### config.mk
export PLATFORM = sky130hd
export DESIGN_NAME = stack_binop
export DESIGN_NICKNAME = d
export VERILOG_FILES = /design/src/rtl/stack_binop_pkg.sv /design/src/rtl/stack_binop_alu.sv /design/src/rtl/stack_binop.sv
export SDC_FILE = /design/constraint.sdc
export NUM_CORES = 2
export LEC_CHECK = 0
export ABC_AREA = 1
export BUFFER_PORTS_ARGS = -buffer_cell sky130_fd_sc_hd__clkbuf_2
export CAP_MARGIN = 25
export CORE_MARGIN = 2
export CORE_UTILIZATION = 35
export CTS_CLUSTER_DIAMETER = 100
export CTS_CLUSTER_SIZE = 16
export DETAILED_ROUTE_END_ITERATION = 8
export GPL_ROUTABILITY_DRIVEN = 0
export GPL_TIMING_DRIVEN = 1
export PLACE_DENSITY = 0.61
export REMOVE_ABC_BUFFERS = 1
export SLEW_MARGIN = 20
export SYNTH_ARGS = -nofsm -noshare
export SYNTH_HDL_FRONTEND = slang
export SYNTH_SLANG_ARGS = --single-unit
### constraint.sdc
create_clock -name clk -period 77.8 [get_ports clk]
set_input_delay 15.56 -clock clk [delete_from_list [all_inputs] [get_ports clk]]
set_output_delay 15.56 -clock clk [all_outputs]
set_load 0.02 [all_outputs]
### src/rtl/stack_binop_pkg.sv
// Shared encodings for the stack execution stage: opcodes, stack interface, traps, FSM states.
// Latency: n/a (types and helpers only).
// Backpressure: n/a.
package stack_binop_pkg;

    // Opcodes accepted on cmd_op
    typedef enum logic [3:0] {
        OP_ADD   = 4'd0,
        OP_SUB   = 4'd1,
        OP_MUL   = 4'd2,
        OP_AND   = 4'd3,
        OP_OR    = 4'd4,
        OP_XOR   = 4'd5,
        OP_SHL   = 4'd6,
        OP_SHR_S = 4'd7,
        OP_SHR_U = 4'd8,
        OP_EQ    = 4'd9,
        OP_NE    = 4'd10,
        OP_LT_S  = 4'd11,
        OP_LT_U  = 4'd12,
        OP_DIV_U = 4'd13,
        OP_REM_U = 4'd14,
        OP_EQZ   = 4'd15
    } op_e;

    // Operation requested from the operand stack
    typedef enum logic [1:0] {
        STK_NONE    = 2'd0,
        STK_PUSH    = 2'd1,
        STK_POP     = 2'd2,
        STK_REPLACE = 2'd3
    } stk_op_e;

    // Status reported by the operand stack for its last operation
    typedef enum logic [1:0] {
        ST_NONE      = 2'd0,
        ST_EMPTY     = 2'd1,
        ST_OVERFLOW  = 2'd2,
        ST_UNDERFLOW = 2'd3
    } stk_status_e;

    // Sticky trap causes
    typedef enum logic [1:0] {
        TRAP_NONE      = 2'd0,
        TRAP_UNDERFLOW = 2'd1,
        TRAP_DIV0      = 2'd2
    } trap_e;

    // Sequencer states
    typedef enum logic [2:0] {
        S_IDLE   = 3'd0,
        S_POP_B  = 3'd1,
        S_POP_A  = 3'd2,
        S_PUSH_R = 3'd3,
        S_TRAP   = 3'd4
    } state_e;

    // Only EQZ consumes a single operand
    function automatic logic is_unary(input logic [3:0] op);
        return op == OP_EQZ;
    endfunction

endpackage

### src/rtl/stack_binop_alu.sv
// Combinational i32-style ALU: result = a OP b (unary ops use b only), flags unsigned divide by zero.
// Latency: 0 cycles, purely combinational.
// Backpressure: none; the sequencer samples the outputs when it needs them.
module stack_binop_alu
    import stack_binop_pkg::*;
#(
    parameter int WIDTH = 32
) (
    input  logic [WIDTH-1:0] a,
    input  logic [WIDTH-1:0] b,
    input  logic [3:0]       op,
    output logic [WIDTH-1:0] result,
    output logic             div_zero
);

    localparam int SHW = $clog2(WIDTH);

    logic [SHW-1:0] shamt;
    logic           b_zero;

    // Shift amounts wrap modulo WIDTH by using only the low bits of b
    assign shamt  = b[SHW-1:0];
    assign b_zero = (b == '0);

    // Result mux; divide results are forced to zero when b is zero so no X escapes
    always_comb begin
        result   = '0;
        div_zero = b_zero && (op == OP_DIV_U || op == OP_REM_U);
        case (op)
            OP_ADD:   result = a + b;
            OP_SUB:   result = a - b;
            OP_MUL:   result = a * b;
            OP_AND:   result = a & b;
            OP_OR:    result = a | b;
            OP_XOR:   result = a ^ b;
            OP_SHL:   result = a << shamt;
            OP_SHR_S: result = $unsigned($signed(a) >>> shamt);
            OP_SHR_U: result = a >> shamt;
            OP_EQ:    result = {{(WIDTH-1){1'b0}}, (a == b)};
            OP_NE:    result = {{(WIDTH-1){1'b0}}, (a != b)};
            OP_LT_S:  result = {{(WIDTH-1){1'b0}}, ($signed(a) < $signed(b))};
            OP_LT_U:  result = {{(WIDTH-1){1'b0}}, (a < b)};
            OP_DIV_U: result = b_zero ? '0 : (a / b);
            OP_REM_U: result = b_zero ? '0 : (a % b);
            OP_EQZ:   result = {{(WIDTH-1){1'b0}}, b_zero};
            default:  result = '0;
        endcase
    end

endmodule

### src/rtl/stack_binop.sv
// Execution stage on the operand stack: pops one or two operands, pushes a OP b, raises sticky traps.
// Latency: binary op = accept + 3 cycles to done (POP, POP, PUSH); unary op = accept + 2 cycles.
// Backpressure: cmd_ready is high only when idle; cmd_valid outside idle is dropped, not queued.
module stack_binop
    import stack_binop_pkg::*;
#(
    parameter int WIDTH = 32
) (
    input  logic             clk,
    input  logic             reset,
    input  logic             cmd_valid,
    input  logic [3:0]       cmd_op,
    output logic             cmd_ready,
    output logic             done,
    output logic             trap,
    output logic [1:0]       trap_code,
    output logic [1:0]       stack_op,
    output logic [WIDTH-1:0] stack_data,
    input  logic [WIDTH-1:0] stack_tos,
    input  logic [1:0]       stack_status
);

    state_e           state_q, state_d;
    logic [WIDTH-1:0] a_q, b_q;
    logic [3:0]       op_q;
    logic [1:0]       trap_code_q, trap_code_d;
    logic             done_q, done_d;
    logic [WIDTH-1:0] alu_result;
    logic             alu_div_zero;
    logic             underflow;

    assign underflow = (stack_status == ST_UNDERFLOW);

    stack_binop_alu #(.WIDTH(WIDTH)) u_alu (
        .a        (a_q),
        .b        (b_q),
        .op       (op_q),
        .result   (alu_result),
        .div_zero (alu_div_zero)
    );

    // State, operand capture and sticky trap code; reset aborts any sequence in flight
    always_ff @(posedge clk or posedge reset) begin
        if (reset) begin
            state_q     <= S_IDLE;
            a_q         <= '0;
            b_q         <= '0;
            op_q        <= '0;
            trap_code_q <= TRAP_NONE;
            done_q      <= 1'b0;
        end else begin
            state_q     <= state_d;
            trap_code_q <= trap_code_d;
            done_q      <= done_d;
            if (state_q == S_IDLE && cmd_valid)
                op_q <= cmd_op;
            if (state_q == S_POP_B)
                b_q <= stack_tos;
            if (state_q == S_POP_A && !underflow)
                a_q <= stack_tos;
        end
    end

    // Next state and stack commands; the stack status reflects the previous cycle's pop
    always_comb begin
        state_d     = state_q;
        trap_code_d = trap_code_q;
        done_d      = 1'b0;
        stack_op    = STK_NONE;
        stack_data  = '0;
        case (state_q)
            S_IDLE: begin
                if (cmd_valid)
                    state_d = S_POP_B;
            end
            S_POP_B: begin
                stack_op = STK_POP;
                state_d  = is_unary(op_q) ? S_PUSH_R : S_POP_A;
            end
            S_POP_A: begin
                if (underflow) begin
                    state_d     = S_TRAP;
                    trap_code_d = TRAP_UNDERFLOW;
                end else begin
                    stack_op = STK_POP;
                    state_d  = S_PUSH_R;
                end
            end
            S_PUSH_R: begin
                if (underflow) begin
                    state_d     = S_TRAP;
                    trap_code_d = TRAP_UNDERFLOW;
                end else if (alu_div_zero) begin
                    state_d     = S_TRAP;
                    trap_code_d = TRAP_DIV0;
                end else begin
                    stack_op   = STK_PUSH;
                    stack_data = alu_result;
                    state_d    = S_IDLE;
                    done_d     = 1'b1;
                end
            end
            S_TRAP: begin
                state_d = S_TRAP;
            end
            default: begin
                state_d = S_IDLE;
            end
        endcase
    end

    assign cmd_ready = (state_q == S_IDLE);
    assign done      = done_q;
    assign trap      = (state_q == S_TRAP);
    assign trap_code = trap_code_q;

endmodule

# After elaboration in Yosys (flattened, before gate mapping)
# Index checks and enable logic that the tools add are counted.
dict set report totals {
  wordCells 77
  in_bits 41
  out_inout_bits 39
  register_bits 74
}
dict set report classes {
  n_mux 23
  mul 1
  n_eq_ne 25
  n_reduce_logical 10
  n_bitwise 3
  div 2
  addsub 2
  magnitude_cmp 2
  shifts 3
}
# op n
set ops {}
lappend ops {{32-bit one-hot mux with 16 select lines} 1}
lappend ops {{32-bit 2-to-1 mux} 5}
lappend ops {{32-bit less-than comparator} 2}
lappend ops {{32-bit adder} 1}
lappend ops {{32-bit AND} 1}
lappend ops {{32-bit by 32-bit divider with 32-bit output} 1}
lappend ops {{32-bit equality test} 1}
lappend ops {{4-bit equality test, second input constant} 8}
lappend ops {{32-bit zero test} 1}
lappend ops {{32-bit by 32-bit remainder unit with 32-bit output} 1}
lappend ops {{32-bit by 32-bit multiplier with 32-bit output} 1}
lappend ops {{32-bit != test} 1}
lappend ops {{32-bit OR} 1}
lappend ops {{32-bit by 5-bit left shift with 32-bit output} 1}
lappend ops {{32-bit by 5-bit >> shifter with 32-bit output} 1}
lappend ops {{32-bit by 5-bit >>> shifter with 32-bit output} 1}
lappend ops {{32-bit subtractor} 1}
lappend ops {{32-bit XOR} 1}
lappend ops {{4-bit by 3-bit equality test with 1-bit output, second input constant} 4}
lappend ops {{3-bit one-hot mux with 5 select lines} 1}
lappend ops {{3-bit 2-to-1 mux} 4}
lappend ops {{4-bit by 2-bit equality test with 1-bit output, second input constant} 2}
lappend ops {{2-bit 2-to-1 mux} 4}
lappend ops {{3-bit by 2-bit equality test with 1-bit output, second input constant} 2}
lappend ops {{other kinds (16)} 24}

# Longest topological paths before layout
dict set report depth {
  depth_word 6
  mapped_depth 570
  depth_no_buf 557
}

# By module
# A second synthesis with hierarchy kept.
dict set report unflattened {
  cells_unflattened 9200
  area_unflattened_um2 57436.3
}
# module seq_area_each_um2 cells_each area_each_um2 instances
set modules_own_cells {}
lappend modules_own_cells {stack_binop_alu 0.0 8831 54269.5 1}
lappend modules_own_cells {stack_binop 1851.8 369 3166.8 1}

# Least setup slack after synthesis
# Ideal clock, no wire load.
dict set report synth_timing {
  path_type {register to output}
  startpoint {register b_q[0]}
  endpoint {output stack_data[4]}
  path_buffers 25
  arrival_time_ns 65.424
  t_required_ns 62.240
  path_stages_with_launch 535
  slack_ns -3.184
  cell_sequence {dfrtp_1 -> clkbuf_1 -> clkinv_1 -> clkbuf_1 -> buf_1 -> ha_1 -> inv_1 -> nor2_1 -> nand2_1 -> nor2_1 -> nand2_1 -> nor2_1 -> nor2_1 -> nand2_1 -> nand2_1 -> nand2_1 -> inv_1 -> ha_1 -> [499 not listed] -> nand2_1 -> a221o_1 -> a221o_1 -> a221o_1 -> nand2_1 -> nand2_1 -> a21oi_1 -> inv_1 -> nand2_1 -> nand2_1 -> a21oi_1 -> o21ai_0 -> a31oi_1 -> o21ai_2 -> clkbuf_8 -> a21oi_1 -> o21ai_0 -> a221oi_1}
}
dict set report synth_via {
  elab_chain_cells 6
  word_cells_on_any_way 16
  classes_between {2 x add/sub; 1 x mul; 2 x div; 3 x shift; 6 x mux; 2 x reduce/logical}
}
# element line
set synth_rtl {}
lappend synth_rtl {{start, declared} stack_binop.sv:24} ;# logic [WIDTH-1:0] a_q, b_q;
lappend synth_rtl {{start signal, assigned} stack_binop.sv:58} ;# b_q <= stack_tos;
lappend synth_rtl {{32-bit by 32-bit remainder unit with 32-bit output (tied with other cells)} stack_binop_alu.sv:44} ;# OP_REM_U: result = b_zero ? '0 : (a % b);
lappend synth_rtl {{32-bit 2-to-1 mux, on equally long branches} {stack_binop_alu.sv:44, stack_binop_alu.sv:43}}
lappend synth_rtl {{32-bit one-hot mux with 16 select lines} stack_binop_alu.sv:29} ;# case (op)
lappend synth_rtl {{32-bit 2-to-1 mux *} stack_binop.sv:93} ;# end else if (alu_div_zero) begin
lappend synth_rtl {{32-bit 2-to-1 mux *} stack_binop.sv:90} ;# if (underflow) begin
lappend synth_rtl {{32-bit 2-to-1 mux *} stack_binop.sv:71} ;# case (state_q)
lappend synth_rtl {{end, declared} stack_binop.sv:18} ;# output logic [WIDTH-1:0] stack_data,
# Every way passes the cells marked *; elsewhere a longest branch is shown, timed or not.

# Worst setup path in the final report
dict set report layout_timing {
  startpoint {register b_q[1]}
  endpoint {output stack_data[20]}
}
# Same word-level chain as after synthesis.

==> impl_table.tex <==
\begin{tabular}{lr}
\hline
Metric & Value \\
\hline
\multicolumn{2}{l}{\textbf{Outcome}} \\
\quad Result of the run & finished with violations \\
\quad Violations in the final reports & DRC, setup timing \\
\multicolumn{2}{l}{\textbf{Route}} \\
\quad DRC viols & 158 \\
\quad First-iteration detailed-routing DRC count & 7657 \\
\quad WL/cell & roughly 20 um \\
\quad ANT nets after route & 0 \\
\quad First drt pass iteration count & 9 \\
\quad Via count normalized by instance count & 5.37 \\
\quad Total wire length & roughly 280000 um \\
\quad Total via count in the routed design & 74100 \\
\multicolumn{2}{l}{\textbf{Worst hold path}} \\
\quad Class of the tightest hold or removal check & reg2reg \\
\multicolumn{2}{l}{\textbf{Die}} \\
\quad Area of the core & approximately 0.16 sq mm \\
\quad Ports placed on the boundary & 80 \\
\quad Initial core utilization & 35.2\% \\
\quad Floorplan row count & 148 \\
\quad Die extent in x & 409 um \\
\quad Chip height & 409 um \\
\quad Die area & 0.167 sq mm \\
\multicolumn{2}{l}{\textbf{Clocking}} \\
\quad Clock latency on the worst-skew pair & between 0.4 and 0.5 ns \\
\quad H-tree depth & 3 \\
\quad CTS tree & done \\
\quad CTS Root Buffer Type & sky130\_fd\_sc\_hd\_\_clkbuf\_16 \\
\quad Clock transition at the registers of the reported paths & $\sim$0.07 ns \\
\quad Buffers from clock root to sink, at most & 2 \\
\quad Clock buffers created by TritonCTS & 9 \\
\quad Count of clock tree sinks & 74 \\
\quad Post-CTS Hold Fix Bufs & 0 \\
\multicolumn{2}{l}{\textbf{Critical path}} \\
\quad Total buffers and inverters traversed by the critical path & 100 \\
\quad Number of gates on the worst path with buffers counted & 523 \\
\quad Launch instance of the worst register-to-register path & b\_q[0]\$\_DFFE\_PP0P\_ \\
\quad Max FO, Critical Path & 10 \\
\quad CP startpoint kind & register \\
\quad Data arrival time at the worst-slack endpoint & 63.71 ns \\
\quad Dominant delay contributor by cell family on the critical path & simple AND/OR/NAND/NOR gates \\
\quad Worst reg2reg endpoint & trap\_code[0]\$\_DFFE\_PP0P\_ \\
\quad Startpoint-to-endpoint class of the critical path & reg2out \\
\quad Slowest cell on the critical path & sky130\_fd\_sc\_hd\_\_dfrtp\_4 \\
\quad Critical Path Max Stage Delay & between 0.5 and 0.6 ns \\
\quad Worst setup endpoint & stack\_data[20] \\
\quad Source of the critical timing path & b\_q[1]\$\_DFFE\_PP0P\_ \\
\quad Critical Path End Type & output pin \\
\quad Worst R2R Path Depth & 10 \\
\quad Most frequent cell on the critical path & sky130\_fd\_sc\_hd\_\_nand2\_2 \\
\quad Worst setup slack for register-to-register paths & 73.77 ns \\
\quad Worst endpoint required time & 62.24 ns \\
\multicolumn{2}{l}{\textbf{Timing}} \\
\quad Slew at the pin closest to its max-slew limit & 1.34 ns \\
\quad Max-slew violations & 0 \\
\quad Post-layout worst setup margin & -1.47 ns \\
\quad Share of the clock period used by the worst path & 102\% \\
\quad Total count of hold-check failures in the final report & 0 \\
\quad RSZ-0062 raised after global routing & true \\
\quad Setup skew after layout & 0.0243 ns \\
\quad Relative slew margins & 9.74\% \\
\quad F\_max & 12.6 MHz \\
\quad Sum of negative setup slack & -42.58 ns \\
\quad Final count of negative-setup-slack endpoints & 32 \\
\quad Fin crit period & 79.27 ns \\
\multicolumn{2}{l}{\textbf{Logic synthesis}} \\
\quad Biggest area consumer among synthesized cells & sky130\_fd\_sc\_hd\_\_ha\_1 \\
\quad Xor and xnor area share after synthesis & 6.70\% \\
\quad Average cell area after synthesis & 6.28 sq um \\
\quad Ranking of synthesized cells by instance count & 2385 x sky130\_fd\_sc\_hd\_\_nand2\_1, 1718 x sky130\_fd\_sc\_hd\_\_inv\_1, 751 x sky130\_fd\_sc\_hd\_\_ha\_1 \\
\quad Synthesis warning total & 0 \\
\quad Synth Area in Simple Gates & approximately 27\% \\
\quad Number of instances in the synthesized netlist & between 9000 and 10000 \\
\quad Most common flop cell mapped by yosys & sky130\_fd\_sc\_hd\_\_dfrtp\_1 \\
\quad Post-synth top area share & between 10\% and 20\% \\
\quad Post-synth EDFFs & 0 \\
\quad Yosys cell types & 86 \\
\quad Area share of fa/ha/maj cells after synthesis & 30.7\% \\
\quad Dominant combinational cell family by area after synthesis & adder cells \\
\quad Proportion of synthesized flip-flops having asynchronous set or reset & 100\% \\
\quad Most frequently used cell type in the post-synthesis netlist & sky130\_fd\_sc\_hd\_\_nand2\_1 \\
\quad Mux cell area share after synthesis & 0.262\% \\
\quad Part of the Yosys area used for sequential elements & between 3 and 4\% \\
\quad Area fraction in compound gates after synthesis & between 10\% and 20\% \\
\quad Synth Register Bits & 74 \\
\quad Syn Std Cell Area & 0.0574 sq mm \\
\quad Main area contributors after synthesis & sky130\_fd\_sc\_hd\_\_ha\_1 16\%, sky130\_fd\_sc\_hd\_\_nand2\_1 16\%, sky130\_fd\_sc\_hd\_\_fa\_1 14\% \\
\multicolumn{2}{l}{\textbf{GRT}} \\
\quad Initial antenna violation count & 16 \\
\quad Overflow after GRT & 0 \\
\quad Overall fraction of global-route tracks in use & 30.3\% \\
\quad Largest net degree at the start of global routing & 68 \\
\quad Vias in the first global route & between 70000 and 80000 \\
\quad Global-route wire length before repair & 397000 um \\
\multicolumn{2}{l}{\textbf{Flow run}} \\
\quad Max-cap check violation count & 0 \\
\multicolumn{2}{l}{\textbf{Cells and area}} \\
\quad Signed area change from the synthesized netlist to the final layout & 51.8\% \\
\quad Filler Cells Inserted & about 15000 \\
\quad Area of all placed cells without fillers & 0.0871 sq mm \\
\quad Net count reported at finish & 12800 \\
\quad Share of layout cells above drive strength 1 & 36.8\% \\
\multicolumn{2}{l}{\textbf{Place}} \\
\quad IO buf count & 79 \\
\quad HPWL after detailed placement & 201000 um \\
\quad Placement-stage cell area & 0.0754 sq mm \\
\hline
\end{tabular}
through the flow:
stage	std cells	worst slack [ns]	hold slack (ns)	util (%)
2_1_floorplan	8802	-11.75	0.544	-
3_3_place_gp	13200	-3.60	0.486	46.3
3_5_place_dp	13300	-5.75	0.485	46.3
4_1_cts	13600	-1.39	0.501	49.2
5_1_grt	13800	-5.30	0.537	53.5
6_report	13800	-1.47	0.490	53.5
cell usage in the layout, fill, tap and decap left out, types with 23 or more instances in the layout:
cell,instances
sky130_fd_sc_hd__buf_4,2601
sky130_fd_sc_hd__nand2_1,2091
sky130_fd_sc_hd__inv_1,1588
sky130_fd_sc_hd__ha_1,573
sky130_fd_sc_hd__a21oi_1,505
sky130_fd_sc_hd__fa_1,410
sky130_fd_sc_hd__nor2_1,408
sky130_fd_sc_hd__o21ai_0,401
sky130_fd_sc_hd__nand2_2,310
sky130_fd_sc_hd__xor2_1,294
sky130_fd_sc_hd__nand3_1,269
sky130_fd_sc_hd__ha_4,176
sky130_fd_sc_hd__a21oi_2,156
sky130_fd_sc_hd__xnor2_1,142
sky130_fd_sc_hd__inv_2,120
sky130_fd_sc_hd__nand3_2,98
sky130_fd_sc_hd__o21ai_1,96
sky130_fd_sc_hd__o21ai_2,92
sky130_fd_sc_hd__buf_6,89
sky130_fd_sc_hd__dfrtp_1,66
sky130_fd_sc_hd__or2_2,63
sky130_fd_sc_hd__nand2_4,60
sky130_fd_sc_hd__nor3_1,53
sky130_fd_sc_hd__clkbuf_2,51
sky130_fd_sc_hd__nor2_2,46
sky130_fd_sc_hd__nand4_1,44
sky130_fd_sc_hd__o21bai_1,44
sky130_fd_sc_hd__o211ai_1,43
sky130_fd_sc_hd__o21ai_4,42
sky130_fd_sc_hd__a21oi_4,39
sky130_fd_sc_hd__nor2_4,33
sky130_fd_sc_hd__o21a_1,25
sky130_fd_sc_hd__a31oi_1,25
sky130_fd_sc_hd__o221ai_1,25
sky130_fd_sc_hd__buf_12,25
sky130_fd_sc_hd__and2_1,23
how the worst min path moves through the flow:
stage	startpoint	end	slack, ns	cells after the start
2_1_floorplan	op_q[0]$_DFFE_PP0P_	op_q[0]$_DFFE_PP0P_	0.54	2
3_3_place_gp	trap_code[1]$_DFFE_PP0P_	trap_code[1]$_DFFE_PP0P_	0.49	2
3_5_place_dp	trap_code[1]$_DFFE_PP0P_	trap_code[1]$_DFFE_PP0P_	0.48	2
4_1_cts	trap_code[1]$_DFFE_PP0P_	trap_code[1]$_DFFE_PP0P_	0.50	2
5_1_grt	trap_code[1]$_DFFE_PP0P_	trap_code[1]$_DFFE_PP0P_	0.54	2
6_report	trap_code[1]$_DFFE_PP0P_	trap_code[1]$_DFFE_PP0P_	0.49	2
tightest hold or removal path: stages, from the launching register on:
cell	delay, ns
sky130_fd_sc_hd__dfrtp_1	0.35
sky130_fd_sc_hd__nand2_1	0.05
sky130_fd_sc_hd__nand2_1	0.05
repair_timing:
item                       in CTS  in global routing
setup buffers                 279                239
pin swaps                     209                644
gates cloned                   11                  6
setup endpoints to repair      32                 32
gates resized for setup       529               1171
logic make-up after synthesis:
family / count (synthesis)
XOR/XNOR: 439
flip-flops: 74
AO/OA/AOI/OAI: 1739
multiplexers: 15
AND/OR/NAND/NOR: 3629
buffers and inverters: 2074
adder cells (fa/ha/maj): 1162
final cells by class:
type                    instances  area (sq um)  share of cell area [%]
flip-flops and latches         74          1860                    2.14
repair buffers               2792         21700                    24.9
diodes                          3          7.51                 0.00862
well taps                    2175          2720                    3.12
multi-input cells            6985         53900                    61.9
clock inverters                 7          83.8                  0.0963
inverters                    1744          6640                    7.62
clock buffers                   9           225                   0.259
state kept, by name (all words and copies together), names as in the netlist:
signal     cells
done           1
b_q           32
a_q           32
state_q        3
op_q           4
trap_code      2
metal layers:
metal  share of wire, %  routed length [um]  track usage (%)
met3                 11               30000             7.25
met4                8.0               22000             18.8
met5              0.065                 179            0.230
met2                 44              121000             48.7
met1                 37              102000             36.3
Power is not shown: default switching activity piles up to over one toggle a cycle in this logic, so the estimate is an artifact.
